$ cat src/rtl/hamming_secded_dec_pipe_if.sv
// Streaming bus for hamming_secded_dec_pipe: received codeword in, decoded word out.
interface hamming_secded_dec_pipe_if #(
   parameter int DATA_W = 4
);
   function automatic int par_width(input int dw);
      int p;
      p = 1;
      while ((1 << p) < dw + p + 1) p = p + 1;
      return p;
   endfunction

   localparam int PAR_W = par_width(DATA_W);
   localparam int CW_W  = DATA_W + PAR_W + 1;

   logic              in_valid;
   logic              in_ready;
   logic [CW_W-1:0]   in_codeword;
   logic              out_valid;
   logic              out_ready;
   logic [DATA_W-1:0] out_data;
   logic              out_single_err;
   logic              out_double_err;
   logic [PAR_W-1:0]  out_syndrome;

   modport slave (
      input  in_valid, in_codeword, out_ready,
      output in_ready, out_valid, out_data, out_single_err, out_double_err, out_syndrome
   );

   modport master (
      output in_valid, in_codeword, out_ready,
      input  in_ready, out_valid, out_data, out_single_err, out_double_err, out_syndrome
   );
endinterface

$ cat src/rtl/hamming_secded_dec_pipe.sv
// Two-stage pipelined extended-Hamming (SECDED) decoder with valid/ready
// streaming and saturating error-statistics counters.
module hamming_secded_dec_pipe #(
   parameter int DATA_W = 4,
   parameter int CNT_W  = 16
) (
   input  logic                        clk,
   input  logic                        rst_n,
   hamming_secded_dec_pipe_if.slave    bus,
   input  logic                        cnt_clr,
   output logic [CNT_W-1:0]            cnt_corrected,
   output logic [CNT_W-1:0]            cnt_uncorrectable
);
   function automatic int par_width(input int dw);
      int p;
      p = 1;
      while ((1 << p) < dw + p + 1) p = p + 1;
      return p;
   endfunction

   localparam int PAR_W = par_width(DATA_W);
   localparam int CW_W  = DATA_W + PAR_W + 1;

   // XOR of the indices of all set Hamming positions (bit 0 excluded).
   function automatic logic [PAR_W-1:0] calc_syn(input logic [CW_W-1:0] cw);
      logic [PAR_W-1:0] s;
      s = '0;
      for (int unsigned i = 1; i < CW_W; i++) begin
         if (cw[i]) s = s ^ PAR_W'(i);
      end
      return s;
   endfunction

   // Gather data bits from the non-power-of-two positions, lowest first.
   function automatic logic [DATA_W-1:0] extract(input logic [CW_W-1:0] cw);
      logic [DATA_W-1:0] d;
      int unsigned       k;
      d = '0;
      k = 0;
      for (int unsigned i = 1; i < CW_W; i++) begin
         if ((i & (i - 1)) != 0) begin
            d[k] = cw[i];
            k    = k + 1;
         end
      end
      return d;
   endfunction

   logic              rdy_q;
   logic              s2_adv, s1_adv, accept;

   logic              s1_valid_q, s1_valid_d;
   logic [CW_W-1:0]   s1_cw_q, s1_cw_d;
   logic [PAR_W-1:0]  s1_syn_q, s1_syn_d;
   logic              s1_par_q, s1_par_d;

   logic              s2_valid_q;
   logic [DATA_W-1:0] s2_data_q, s2_data_d;
   logic              s2_sgl_q, s2_sgl_d;
   logic              s2_dbl_q, s2_dbl_d;
   logic [PAR_W-1:0]  s2_syn_q;
   logic [CW_W-1:0]   fixed_cw;

   logic [CNT_W-1:0]  cor_q, unc_q;

   assign s2_adv       = !s2_valid_q || bus.out_ready;
   assign s1_adv       = !s1_valid_q || s2_adv;
   assign bus.in_ready = rdy_q && s1_adv;
   assign accept       = bus.in_valid && bus.in_ready;

   // Input acceptance is held off until the first edge after reset release.
   always_ff @(posedge clk or negedge rst_n) begin
      if (!rst_n) rdy_q <= 1'b0;
      else        rdy_q <= 1'b1;
   end

   // Stage 1 next state: capture codeword, syndrome and overall parity.
   always_comb begin
      s1_valid_d = s1_valid_q;
      s1_cw_d    = s1_cw_q;
      s1_syn_d   = s1_syn_q;
      s1_par_d   = s1_par_q;
      if (s1_adv) s1_valid_d = accept;
      if (accept) begin
         s1_cw_d  = bus.in_codeword;
         s1_syn_d = calc_syn(bus.in_codeword);
         s1_par_d = ^bus.in_codeword;
      end
   end

   // Stage 1 registers.
   always_ff @(posedge clk or negedge rst_n) begin
      if (!rst_n) begin
         s1_valid_q <= 1'b0;
         s1_cw_q    <= '0;
         s1_syn_q   <= '0;
         s1_par_q   <= 1'b0;
      end else begin
         s1_valid_q <= s1_valid_d;
         s1_cw_q    <= s1_cw_d;
         s1_syn_q   <= s1_syn_d;
         s1_par_q   <= s1_par_d;
      end
   end

   // Stage 2 classification and single-bit correction.
   always_comb begin
      fixed_cw = s1_cw_q;
      s2_sgl_d = 1'b0;
      s2_dbl_d = 1'b0;
      if (s1_syn_q == '0) begin
         s2_sgl_d = s1_par_q;
      end else if (s1_par_q && (int'(s1_syn_q) <= CW_W - 1)) begin
         fixed_cw[s1_syn_q] = ~s1_cw_q[s1_syn_q];
         s2_sgl_d           = 1'b1;
      end else begin
         s2_dbl_d = 1'b1;
      end
      s2_data_d = extract(fixed_cw);
   end

   // Stage 2 registers; contents only change when the stage advances with a word.
   always_ff @(posedge clk or negedge rst_n) begin
      if (!rst_n) begin
         s2_valid_q <= 1'b0;
         s2_data_q  <= '0;
         s2_sgl_q   <= 1'b0;
         s2_dbl_q   <= 1'b0;
         s2_syn_q   <= '0;
      end else if (s2_adv) begin
         s2_valid_q <= s1_valid_q;
         if (s1_valid_q) begin
            s2_data_q <= s2_data_d;
            s2_sgl_q  <= s2_sgl_d;
            s2_dbl_q  <= s2_dbl_d;
            s2_syn_q  <= s1_syn_q;
         end
      end
   end

   // Saturating statistics; a clear wins over a same-cycle increment.
   always_ff @(posedge clk or negedge rst_n) begin
      if (!rst_n) begin
         cor_q <= '0;
         unc_q <= '0;
      end else if (cnt_clr) begin
         cor_q <= '0;
         unc_q <= '0;
      end else if (s2_valid_q && bus.out_ready) begin
         if (s2_sgl_q && (cor_q != '1)) cor_q <= cor_q + CNT_W'(1);
         if (s2_dbl_q && (unc_q != '1)) unc_q <= unc_q + CNT_W'(1);
      end
   end

   assign bus.out_valid      = s2_valid_q;
   assign bus.out_data       = s2_data_q;
   assign bus.out_single_err = s2_sgl_q;
   assign bus.out_double_err = s2_dbl_q;
   assign bus.out_syndrome   = s2_syn_q;
   assign cnt_corrected      = cor_q;
   assign cnt_uncorrectable  = unc_q;
endmodule

$ cat src/flat_wrapper.sv
// flat-port wrapper written by rule: the top's interface ports become plain ports
module hamming_secded_dec_pipe_flat 
#(
   parameter int DATA_W = 4,
   parameter int CNT_W  = 16
)
  (clk, rst_n, cnt_clr, cnt_corrected, cnt_uncorrectable, bus_in_valid, bus_in_codeword, bus_out_ready, bus_in_ready, bus_out_valid, bus_out_data, bus_out_single_err, bus_out_double_err, bus_out_syndrome);
  hamming_secded_dec_pipe_if #(.DATA_W(DATA_W)) bus_i ();
  input  logic clk;
  input  logic rst_n;
  input  logic cnt_clr;
  output logic [CNT_W-1:0] cnt_corrected;
  output logic [CNT_W-1:0] cnt_uncorrectable;
  input wire logic [$bits(bus_i.in_valid)-1:0] bus_in_valid;
  input wire logic [$bits(bus_i.in_codeword)-1:0] bus_in_codeword;
  input wire logic [$bits(bus_i.out_ready)-1:0] bus_out_ready;
  output wire logic [$bits(bus_i.in_ready)-1:0] bus_in_ready;
  output wire logic [$bits(bus_i.out_valid)-1:0] bus_out_valid;
  output wire logic [$bits(bus_i.out_data)-1:0] bus_out_data;
  output wire logic [$bits(bus_i.out_single_err)-1:0] bus_out_single_err;
  output wire logic [$bits(bus_i.out_double_err)-1:0] bus_out_double_err;
  output wire logic [$bits(bus_i.out_syndrome)-1:0] bus_out_syndrome;
  assign bus_i.in_valid = bus_in_valid;
  assign bus_i.in_codeword = bus_in_codeword;
  assign bus_i.out_ready = bus_out_ready;
  assign bus_in_ready = bus_i.in_ready;
  assign bus_out_valid = bus_i.out_valid;
  assign bus_out_data = bus_i.out_data;
  assign bus_out_single_err = bus_i.out_single_err;
  assign bus_out_double_err = bus_i.out_double_err;
  assign bus_out_syndrome = bus_i.out_syndrome;
  hamming_secded_dec_pipe #(.DATA_W(DATA_W), .CNT_W(CNT_W)) u_core (.clk(clk), .rst_n(rst_n), .bus(bus_i), .cnt_clr(cnt_clr), .cnt_corrected(cnt_corrected), .cnt_uncorrectable(cnt_uncorrectable));
endmodule
$ cat config.mk
export PLATFORM = sky130hd
export DESIGN_NAME = hamming_secded_dec_pipe_flat
export DESIGN_NICKNAME = d
export VERILOG_FILES = /design/src/rtl/hamming_secded_dec_pipe_if.sv /design/src/rtl/hamming_secded_dec_pipe.sv /design/src/flat_wrapper.sv
export SDC_FILE = /design/constraint.sdc
export NUM_CORES = 1
export LEC_CHECK = 0
export CAP_MARGIN = 25
export CORE_MARGIN = 1
export CORE_UTILIZATION = 46
export DETAILED_ROUTE_END_ITERATION = 12
export PLACE_DENSITY = 0.79
export SYNTH_ARGS = -nofsm -noshare
export SYNTH_HDL_FRONTEND = slang
export SYNTH_SLANG_ARGS = --single-unit
$ cat constraint.sdc
create_clock -name clk -period 1.8 [get_ports clk]
set_clock_uncertainty 0.2 [all_clocks]
set_input_delay 0.36 -clock clk [delete_from_list [all_inputs] [get_ports clk]]
set_output_delay 0.36 -clock clk [all_outputs]
set_load 0.005 [all_outputs]
* After elaboration in Yosys (flattened, before gate mapping) *
Index checks and enable logic that the tools add are counted.

word-level totals
  input port bits = 13
  flip-flop bits (word level) = 56
  word-level logic and storage cells = 73
  output and inout port bits = 43

cells by class
  equal/unequal tests = 2
  $add $sub $neg = 2
  bitwise gates (word level) = 7
  reductions and logical operators = 18
  muxes and demuxes = 30
  magnitude comparators = 2

operator list
  operator                                                           number
  2-to-1 mux 16 bit                                                  6
  adder 16 x 1 -> 16 bit, second input constant                      2
  != test 16 bit, second input constant                              2
  2-to-1 mux 3 bit                                                   10
  2-to-1 mux 8 bit                                                   2
  bitwise mux 8 bit                                                  1
  XOR reduction 8 bit                                                1
  2-to-1 mux 1 bit                                                   7
  logical AND 1 bit                                                  6
  inverter 2 bit                                                     3
  AND reduction 2 bit                                                3
  nonzero test 2 bit                                                 3
  < comparator 3 x 4 -> 1 bit, second input constant                 1
  2-to-1 mux 2 bit                                                   2
  binary-select mux 1 bit (select 3 bit)                             1
  demux 1 bit (select 3 bit)                                         1
  greater-or-equal comparator 3 x 1 -> 1 bit, second input constant  1
  zero test 3 bit                                                    1
  inverter 1 bit                                                     3
  inverter 3 bit                                                     1
  zero test 1 bit                                                    2
  logical OR 1 bit                                                   2

* Depth between registers and ports, before layout *
  word-level depth = 23
  depth in mapped cells = 6
  depth with buffers taken out = 6

* Worst setup path before layout *
No wires, ideal clock.

  kind = reg-to-reg
  start point = register u_core.unc_q[0], in the netlist u_core.cnt_uncorrectable[0]
  end point = register u_core.unc_q[7], in the netlist u_core.cnt_uncorrectable[7]
  setup time = 0.132 ns
  period minus slack after synthesis = 1.981 ns
  buffers on the path = 0
  cell stages (with the launch flop) = 7
  slack = -0.181 ns
  required time = 1.468 ns
  data arrival time = 1.650 ns
  cells stage by stage = dfrtp_1 > ha_1 > nand2_1 > or4_4 > o2111ai_2 > xor2_1 > nor2_1

between the ends
  cells in the longest elaborated chain, start to end = 4
  elaborated cells on any way between the ends = 8
  those cells by class = 1 x add/sub; 1 x eq/ne; 3 x mux; 3 x reduce/logical

RTL lines
  element                                                   line                            source
  from (decl)                                               hamming_secded_dec_pipe.sv:64   logic [CNT_W-1:0] cor_q, unc_q;
  from (signal assigned)                                    hamming_secded_dec_pipe.sv:151  if (s2_dbl_q && (unc_q != '1)) unc_q <= unc_q + CNT_W'(1);
  adder 16 x 1 -> 16 bit or != test 16 bit (tied branches)  hamming_secded_dec_pipe.sv:151
  2-to-1 mux 16 bit or logical AND 1 bit (tied branches)    hamming_secded_dec_pipe.sv:151
  2-to-1 mux 16 bit or nonzero test 2 bit (tied branches)   --
  2-to-1 mux 16 bit or AND reduction 2 bit (tied branches)  --

Several ways; a longest one is shown, not always the timed one. The select of a mux whose other input is x is not followed.
A chain may end at the register's enable or synchronous reset.

* Worst setup path in the final report *
Ends and elaborated chain as after synthesis.

==> impl_metrics.ini <==
[die]
coreArea_um2 = 5540
dieHeight_um = 78.2
rows = 27
start_util_pct = 48.2
dieArea_um2 = 6110
pin_count = 56
die_w_um = 78.2

[global_routing]
grt_pass1_vias = 2367
antenna_found_initial = 0
track_usage_pct = 22.5
overflow = 0
grt_max_degree = 33
grt_pass1_wl_um = 10700

[logic_synthesis]
ys_seq_elements = 52
syn_area_um2 = 2670
synthFlopType = dfrtp_1
synth_cell_types = 43
postSynth.asyncResetShare_pct = 100
yosys_warnings = 0
avgSynthCellArea_um2 = 10.3
synth_nets = 274
synth_edf_count = 0
ys_seq_area_share_pct = 48.8
syn_inst = 259

[layout]
final_util_pct = 74.3
multiInputGateArea_um2 = 1510
antenna_cells = 0
seqCellArea_um2 = 1300
layout_commonest_cell = buf_4
fill_cells = 403
drive_gt1_share_pct = 31.2
fin_nets = 402
finalNonFillerCells = 460
final_cell_mix = buf_4 (59), dfrtp_1 (51), nor2_1 (33)
syn2layout_area_growth_pct = 54.2

[outcome]
violations = negative setup slack
outcome = finished, violations left

[timing]
setup_slack_ps = -79.5
hold_ws_ps = 293
hold_violations = 0
max_freq_ghz = 0.532
period_needed_ps = 1880
setup_violations = 11
period_share_pct = 104
tns_ps = -266
rsz0062_at_grt = true
maxSlewViolCount = 0

[cts]
cts.htree.levels = 2
clk_latency_ps = 310
clk_pin_slew_worst_paths_ps = 100
cts_buffers = 5
cts.sinks = 52
cts_tree = done
cts_root_buf = clkbuf_8
clk_path_buf_depth = 2

[drt]
met3_length_um = 325
firstDrtPassIters = 6
top_layer = met4
dr_wl_met2_um = 3730
route.antenna.remaining_nets = 0
drc = 0
drt-initial-drc-count = 163
wl_met1_um = 2820
drt-total-wl_um = 7030
via_per_inst = 5.34
vias = 2457
routedWlPerCell_um = 15.3

[critical_path]
crit_path_cell_trace = ha_4 > nand2_4 > or4_4 > o2111ai_2 > xor2_1 > nor2_1
crit_path_start_kind = flop
crit_type = reg2reg
crit_buf_inv = 0
crit_path_end_kind = flop
cpMaxStageDelayCell = or4_4
crit_family = simple AND/OR/NAND/NOR gates
cp_max_fo = 4
slowest_delay_ps = 520
crit_required_ps = 1800
cp_data_arrival_time_ps = 1880

[placement]
post-dp-hpwl_um = 4570
io_buffers = 55
dp_cells = 426
finalWeightedCongestion = 0.873

[worst_hold_path]
hold_path.class = reg2reg

[pwr]
ir_drop_mv = 0.515
leakage_nw = 1.92
p_per_area_nw_per_um2 = 657

[run]
cap_violations = 0
## report_power, final
group / total (mW) / switching [mW] / internal, mW
sequential: 1.40 / 0.107 / 1.29
clock: 0.709 / 0.424 / 0.284
combinational: 0.593 / 0.240 / 0.353
## registers in the layout, indices dropped and copies added (netlist names)
name,count
u_core.bus.out_data,4
u_core.bus.out_double_err,1
u_core.bus.out_single_err,1
u_core.bus.out_syndrome,3
u_core.bus.out_valid,1
u_core.cnt_corrected,16
u_core.cnt_uncorrectable,16
u_core.rdy_q,1
u_core.s1_cw_q,4
u_core.s1_par_q,1
u_core.s1_syn_q,3
u_core.s1_valid_q,1
## synthesized netlist by cell type (2+ instances only)
cell / number / area [um2]
nand4b_1: 4 / 35.0
nand2_1: 22 / 82.6
xnor2_1: 27 / 236
a21oi_1: 6 / 30.0
a211oi_1: 4 / 30.0
and2_1: 3 / 18.8
nor4_1: 2 / 12.5
dfrtp_1: 52 / 1300
o21ai_1: 9 / 45.0
nand3_1: 10 / 50.1
nand2b_1: 2 / 12.5
mux2i_1: 3 / 30.0
ha_1: 2 / 25.0
nor3_1: 8 / 40.0
and4_1: 2 / 17.5
inv_1: 2 / 7.51
o21ai_0: 2 / 10.0
nand4_1: 7 / 43.8
clkbuf_1: 5 / 18.8
nor4_2: 4 / 50.1
nand3_2: 3 / 30.0
mux2_2: 7 / 78.8
nor2_1: 34 / 128
xor2_1: 16 / 140
and3_1: 4 / 25.0
o2111ai_1: 2 / 17.5
## final cells by class
| class | count | area share, % |
|---|---|---|
| clock buffer | 5 | 1.67 |
| clock inverter | 3 | 0.638 |
| inverter | 2 | 0.182 |
| multi-input combinational | 200 | 36.8 |
| sequential | 52 | 31.7 |
| tap | 72 | 2.19 |
| timing repair buffer | 126 | 26.9 |
## metal layers
metal	vias to the layer above	global-route usage, %
met5	-	0
met4	0	7.59
met3	21	4.88
met2	89	40.0
met1	1179	26.7
li1	1168	-
## logic make-up after synthesis
kind of cell | count (synthesis) | share of synthesized area, %
buffers and inverters | 8 | 1.17
DFF | 52 | 48.8
AOI/OAI and AO/OA | 28 | 6.66
adders and majority gates | 2 | 0.937
and+or+nand+nor | 114 | 23.7
muxes | 11 | 4.50
other | 1 | 0.141
xor gates and xnor gates | 43 | 14.1
## metrics by stage
stage	total power, mW	setup slack, ps	area (um2)
3_3_place_gp	1.98	-477	3660
4_1_cts	2.70	-85.0	3890
3_5_place_dp	2.00	-527	3660
2_1_floorplan	1.64	-79.5	2670
6_report	2.70	-79.5	4120
5_1_grt	2.83	-138	4120
## worst min-delay path, delay by kind of cell (launching register included)
family / cells / cell delay [ps]
AO/OA/AOI/OAI: 1 / 60
flip-flops: 1 / 360
AND/OR/NAND/NOR: 1 / 50
## what timing repair did
item                                    4_1_cts  5_1_grt
pin swaps                                     3       16
gates cloned                                  0        1
endpoints found under the setup margin       59       36
hold buffers                                  1        0
gates resized for setup                      46       33
hold endpoints to repair                     14        0
buffers inserted                             15       10
## path summary, 6_finish.rpt
path,from,to,slack (ps),depth (start not counted)
setup / recovery,u_core.cnt_uncorrectable[0]$_DFFE_PN0P_,u_core.cnt_uncorrectable[7]$_DFFE_PN0P_,-80,6
min in group asynchronous,rst_n,u_core.cnt_uncorrectable[0]$_DFFE_PN0P_,320,2
max in group asynchronous,rst_n,u_core.cnt_corrected[2]$_DFFE_PN0P_,630,3
setup reg to reg,u_core.cnt_uncorrectable[0]$_DFFE_PN0P_,u_core.cnt_uncorrectable[7]$_DFFE_PN0P_,-80,6
hold reg to reg,u_core.bus.out_data[2]$_DFFE_PN0P_,u_core.bus.out_data[2]$_DFFE_PN0P_,290,2
hold / removal,u_core.bus.out_data[2]$_DFFE_PN0P_,u_core.bus.out_data[2]$_DFFE_PN0P_,290,2
(Power assumes the default switching activity.)
